File: config.mk
export PLATFORM = sky130hd
export DESIGN_NAME = ssd_scan_driver
export DESIGN_NICKNAME = d
export VERILOG_FILES = /design/src/rtl/ssd_pkg.sv /design/src/rtl/sym_to_seg.sv /design/src/rtl/ssd_scan_driver.sv
export SDC_FILE = /design/constraint.sdc
export NUM_CORES = 1
export LEC_CHECK = 0
export ABC_AREA = 1
export CAP_MARGIN = 20
export CORE_MARGIN = 1
export CORE_UTILIZATION = 59
export CTS_BUF_LIST = sky130_fd_sc_hd__clkbuf_8
export DETAILED_ROUTE_END_ITERATION = 12
export GPL_TIMING_DRIVEN = 0
export PLACE_DENSITY = 0.94
export SYNTH_ARGS = -nofsm -noshare
export SYNTH_HDL_FRONTEND = slang
export SYNTH_SLANG_ARGS = --single-unit
File: constraint.sdc
create_clock -name clk -period 2.9 [get_ports clk]
set_input_delay 0.58 -clock clk [delete_from_list [all_inputs] [get_ports clk]]
set_output_delay 0.58 -clock clk [all_outputs]
set_load 0.02 [all_outputs]
File: src/rtl/ssd_pkg.sv
// Shared 7-segment symbol codes used by the lock controller and the scan driver.
// Codes 0x00-0x0F are the hex digits themselves.
package ssd_pkg;

    typedef logic [4:0] sym_t;

    localparam sym_t SYM_BLANK = 5'h10;
    localparam sym_t SYM_DASH  = 5'h11;
    localparam sym_t SYM_L     = 5'h12;
    localparam sym_t SYM_P     = 5'h13;
    localparam sym_t SYM_n     = 5'h14;
    localparam sym_t SYM_U     = 5'h15;
    localparam sym_t SYM_r     = 5'h16;

    // One display slot as captured at a slot boundary.
    typedef struct packed {
        sym_t code;
        logic blink;
        logic dp;
    } slot_hold_t;

endpackage

File: src/rtl/sym_to_seg.sv
// Symbol code to active-low segment pattern, bit order {g,f,e,d,c,b,a}.
// Unassigned codes fall through to blank.
module sym_to_seg
    import ssd_pkg::*;
(
    input  logic [4:0] code,
    output logic [6:0] seg
);

    always_comb begin
        seg = 7'h7F;
        case (code)
            5'h00:     seg = 7'h40;
            5'h01:     seg = 7'h79;
            5'h02:     seg = 7'h24;
            5'h03:     seg = 7'h30;
            5'h04:     seg = 7'h19;
            5'h05:     seg = 7'h12;
            5'h06:     seg = 7'h02;
            5'h07:     seg = 7'h78;
            5'h08:     seg = 7'h00;
            5'h09:     seg = 7'h10;
            5'h0A:     seg = 7'h08;
            5'h0B:     seg = 7'h03;
            5'h0C:     seg = 7'h46;
            5'h0D:     seg = 7'h21;
            5'h0E:     seg = 7'h06;
            5'h0F:     seg = 7'h0E;
            SYM_DASH:  seg = 7'h3F;
            SYM_L:     seg = 7'h47;
            SYM_P:     seg = 7'h0C;
            SYM_n:     seg = 7'h2B;
            SYM_U:     seg = 7'h41;
            SYM_r:     seg = 7'h2F;
            default:   seg = 7'h7F;
        endcase
    end

endmodule

File: src/rtl/ssd_scan_driver.sv
// Four-digit common-anode 7-seg scan driver with per-digit blinking and anti-ghost guard.
// Outputs are registered from next-state values so they line up with the scan counter.
module ssd_scan_driver
    import ssd_pkg::*;
#(
    parameter int unsigned CLK_HZ     = 100_000_000,
    parameter int unsigned REFRESH_HZ = 1000,
    parameter int unsigned BLINK_HZ   = 1,
    parameter int unsigned GUARD_CYC  = 16
) (
    input  logic        clk,
    input  logic        rst,
    input  logic        en,
    input  logic [19:0] ssd_word,
    input  logic [3:0]  blink_mask,
    input  logic [3:0]  dp_mask,
    output logic [3:0]  an,
    output logic [6:0]  seg,
    output logic        dp
);

    localparam int unsigned SCAN_DIV   = CLK_HZ / REFRESH_HZ;
    localparam int unsigned BLINK_HALF = CLK_HZ / (2 * BLINK_HZ);
    localparam int unsigned SCAN_W     = (SCAN_DIV > 1) ? $clog2(SCAN_DIV) : 1;
    localparam int unsigned BLINK_W    = (BLINK_HALF > 1) ? $clog2(BLINK_HALF) : 1;

    localparam logic [SCAN_W-1:0]  SCAN_LAST  = SCAN_W'(SCAN_DIV - 1);
    localparam logic [SCAN_W-1:0]  GUARD_END  = SCAN_W'(GUARD_CYC);
    localparam logic [BLINK_W-1:0] BLINK_LAST = BLINK_W'(BLINK_HALF - 1);
    localparam logic [1:0]         SLOT_FIRST = 2'd3;

    if (SCAN_DIV <= GUARD_CYC) begin : g_bad_scan
        $error("ssd_scan_driver: SCAN_DIV must exceed GUARD_CYC");
    end
    if (BLINK_HALF < 1) begin : g_bad_blink
        $error("ssd_scan_driver: BLINK_HALF must be at least 1");
    end

    logic [SCAN_W-1:0]  scan_q, scan_d;
    logic [1:0]         slot_q, slot_d;
    logic [BLINK_W-1:0] blink_cnt_q, blink_cnt_d;
    logic               phase_q, phase_d;
    logic [3:0]         mask_q;
    slot_hold_t         hold_q, hold_d;
    logic [3:0]         an_d;
    logic [6:0]         seg_d, seg_dec;
    logic               dp_d;
    logic               scan_wrap, hidden;

    sym_to_seg u_sym_to_seg (
        .code (hold_d.code),
        .seg  (seg_dec)
    );

    always_comb begin
        scan_wrap = (scan_q == SCAN_LAST);
        scan_d    = scan_wrap ? '0 : scan_q + 1'b1;
        slot_d    = scan_wrap ? slot_q - 2'd1 : slot_q;

        // The slot's code is frozen for its whole duration to avoid mid-slot glitches.
        hold_d = hold_q;
        if (scan_wrap) begin
            hold_d.code  = ssd_word[5*int'(slot_d) +: 5];
            hold_d.blink = blink_mask[slot_d];
            hold_d.dp    = dp_mask[slot_d];
        end

        blink_cnt_d = blink_cnt_q + 1'b1;
        phase_d     = phase_q;
        if (blink_mask != mask_q) begin
            blink_cnt_d = '0;
            phase_d     = 1'b0;
        end else if (blink_cnt_q == BLINK_LAST) begin
            blink_cnt_d = '0;
            phase_d     = ~phase_q;
        end

        hidden = phase_d & hold_d.blink;
        an_d   = (!en || scan_d < GUARD_END) ? 4'b1111 : ~(4'b0001 << slot_d);
        seg_d  = hidden ? 7'h7F : seg_dec;
        dp_d   = hidden | ~hold_d.dp;
    end

    always_ff @(posedge clk or posedge rst) begin
        if (rst) begin
            scan_q      <= '0;
            slot_q      <= SLOT_FIRST;
            blink_cnt_q <= '0;
            phase_q     <= 1'b0;
            mask_q      <= 4'b0000;
            hold_q      <= '{code: SYM_BLANK, blink: 1'b0, dp: 1'b0};
            an          <= 4'b1111;
            seg         <= 7'h7F;
            dp          <= 1'b1;
        end else begin
            scan_q      <= scan_d;
            slot_q      <= slot_d;
            blink_cnt_q <= blink_cnt_d;
            phase_q     <= phase_d;
            mask_q      <= blink_mask;
            hold_q      <= hold_d;
            an          <= an_d;
            seg         <= seg_d;
            dp          <= dp_d;
        end
    end

endmodule

==> results.toml <==
[cells_and_area]
final_cell_mix = "nand2_1 (96), inv_1 (78), nand3_1 (66), nor2_1 (54), dfrtp_1 (54)"
n_antenna_cell = 0
multi_input_area_um2 = 1930
register_area_um2 = 1750
syn_to_final_growth_pct = 18.0
layout_commonest_cell = "nand2_1"
drive_above_1_share_pct = 16.0
fin_util_pct = 73.9
fillers = 465
final_nets = 619

[placed_design]
gp_congestion = 0.915
portBuffers = 42
hpwl_mm = 6.94

[floorplan]
start_util_pct = 62.6
dieArea_um2 = 7230
chipWidth_um = 85.0
rows = 29
die-height_um = 85.0
pin_count = 43
coreArea_um2 = 6490

[detailed_routing]
first_pass_iters = 5
dr.first_iter.drc_count = 270
wl_per_cell_um = 14.5
vias_per_cell = 5.65
ant_nets = 0
drc = 0
vias = 3751
wl_mm = 9.66

[cts]
cts.sinks = 69
clock_path_buffers = 2
tritoncts = "done"
clk_latency_ns = 0.35
numCtsBuffers = 9
htree_levels = 3
cts.clk_slew.worst_paths_ns = 0.07
postCtsSetupBuffers = 0
cts_hold_buf = 0
cts-root-buf = "clkbuf_8"

[synth]
yosysTopAreaCellShare_pct = 33.2
ys_seq_area_share_pct = 42.9
synth_warnings = 0
synthTopCellsByArea = "dfrtp_1 (33%), dfstp_2 (9.7%), nand2_1 (8.9%)"
syn_area_um2 = 4070
yosysTopAreaCell = "dfrtp_1"
ys_ff_latch = 69
syn-instance-count = 528
synth_fp_nets = 565
synth.distinct_cells = 41
avgSynthCellArea_um2 = 7.70

[timing]
setup_tns_ns = 0
finalSetupViolCount = 0
final.setup_skew_ns = 0.00795
fin_crit_sh_pct = 92.0
min_period_ns = 2.67
rsz0062_at_grt = "no"
max_slew_margin_pct = 44.4
finalHoldViolCount = 0
fmax_ghz = 0.375
worst_pin_slew_ns = 0.824
drv_slew = 0

[grt]
grt_pass1_vias = 3684
grt_pass1_wl_mm = 16.5
grtUsageTotal_pct = 28.9
grt_max_degree = 47
grt_overflow = 0
antenna_found_initial = 0

[power_and_ir_drop]
ir_drop_mv = 0.206
pwr_density_cell_nw_per_um2 = 384
seq_power_share_pct = 52.5
power.internal_mw = 1.43
netSwitchingPower_mw = 0.416
p_clk_share_pct = 42.4
comb_power_share_pct = 5.1
switching_share_pct = 22.5
p_leak_nw = 2.27

[critical_path]
worstPathRequired_ns = 3.18
cp-start-kind = "flop"
critPathMaxFanout = 10
crit_type = "flop to flop"
arrival_ns = 2.95
crit_path_end_kind = "flop"

[min_path]
worstHoldPathType = "flop to flop"

[flow_run]
drv_cap = 0

[outcome]
status = "finished clean"
==> registers in the layout, indices dropped and copies added (netlist names) <==
signal / count
slot_q: 2
scan_q: 17
blink_cnt_q: 26
an: 4
phase_q: 1
dp: 1
hold_q: 7
seg: 7
mask_q: 4
==> critical path, stage by stage, from the launching register on <==
cell and delay [ns]:
dfrtp_1 0.39, ha_1 0.22, nand3_2 0.13, inv_2 0.11, nand2_1 0.09, nor2_4 0.12
nand3_4 0.13, nand2_4 0.13, buf_6 0.14, nand2_2 0.06, nand2_1 0.05, nand2_1 0.05
nand3_1 0.08, nand2_2 0.13, ha_1 0.27, nand3b_1 0.23, nand3_1 0.12, nand2_1 0.05
nand3_1 0.09
==> synth_stat cells (all sizes together) <==
| cell type | n |
|---|---|
| dfrtp | 54 |
| o22ai | 2 |
| buf | 6 |
| nand3 | 76 |
| o21ai | 15 |
| and3 | 2 |
| a31oi | 3 |
| a21oi | 21 |
| clkinv | 1 |
| o21a | 1 |
| nand3b | 2 |
| o31ai | 2 |
| dfstp | 15 |
| a31o | 1 |
| nand4 | 11 |
| or2 | 9 |
| xnor2 | 2 |
| a211oi | 2 |
| xor2 | 10 |
| nor4 | 3 |
| clkbuf | 1 |
| ha | 6 |
| nand2 | 113 |
| nor3b | 1 |
| nor2 | 61 |
| nor3 | 18 |
| a221oi | 1 |
| inv | 88 |
| o41ai | 1 |
==> timing repair <==
action / CTS / global route
setup endpoints to repair: 0 / 1
resized for setup: 0 / 1
endpoints found under the hold margin: 0 / 0
==> logic make-up (layout without fill, tap and decap cells) <==
kind of cell,Yosys count,count (layout),synth area share (%)
adders and majority gates,6,6,1.85
xor gates and xnor gates,12,12,2.58
DFF,69,69,42.9
buffers and inverters,96,155,9.72
and+or+nand+nor,296,296,36.0
AOI/OAI and AO/OA,49,49,6.95
==> through the flow <==
stage	power, mW	worst slack [ns]	cell area (um^2)	hold WS (ns)	std cells
floorplan	1.02	0.605	4070	0.425	528
global placement	1.08	-0.482	4580	0.436	647
detailed placement	1.08	0.267	4600	0.457	648
CTS	1.85	0.171	4800	0.480	664
global route	1.90	0.0520	4800	0.497	664
finish	1.85	0.233	4800	0.473	664
==> path summary, 6_finish.rpt <==
check | start | end | cells after the start | slack, ns
setup reg to reg | scan_q[0] | seg[1] | 18 | 0.23
max in group asynchronous | rst | seg[3] | 3 | 1.63
hold / removal | blink_cnt_q[0] | blink_cnt_q[0] | 1 | 0.47
setup / recovery | scan_q[0] | seg[1] | 18 | 0.23
min in group asynchronous | rst | scan_q[9] | 2 | 0.59
hold reg to reg | blink_cnt_q[0] | blink_cnt_q[0] | 1 | 0.47
==> power by group through the flow <==
stage / Sequential (mW) / Clock, mW / Combinational (mW)
after global placement: 0.987 / 0 / 0.0899
final: 0.969 / 0.781 / 0.0944
after floorplan: 0.988 / 0 / 0.0359
after global routing: 0.969 / 0.825 / 0.106
after detailed placement: 0.987 / 0 / 0.0960
after CTS: 0.969 / 0.783 / 0.0961
==> routing by layer <==
| metal | vias up | global-route usage (%) | part of all wire, % |
|---|---|---|---|
| li1 | 1813 | - | - |
| met1 | 1747 | 36.4 | 42 |
| met2 | 159 | 49.4 | 50 |
| met3 | 32 | 4.57 | 5.4 |
| met4 | 0 | 12.9 | 2.9 |
| met5 | - | 0 | 0 |
==> cell type report <==
class | instances | area share [%]
clock buffer | 10 | 2.87
sequential | 69 | 36.4
clock inverter | 6 | 1.15
multi-input combinational | 363 | 40.1
buffer | 7 | 1.25
timing repair buffer | 43 | 9.17
inverter | 89 | 7.06
tap | 77 | 2.01
No activity file was read; power rests on OpenSTA's default activity.
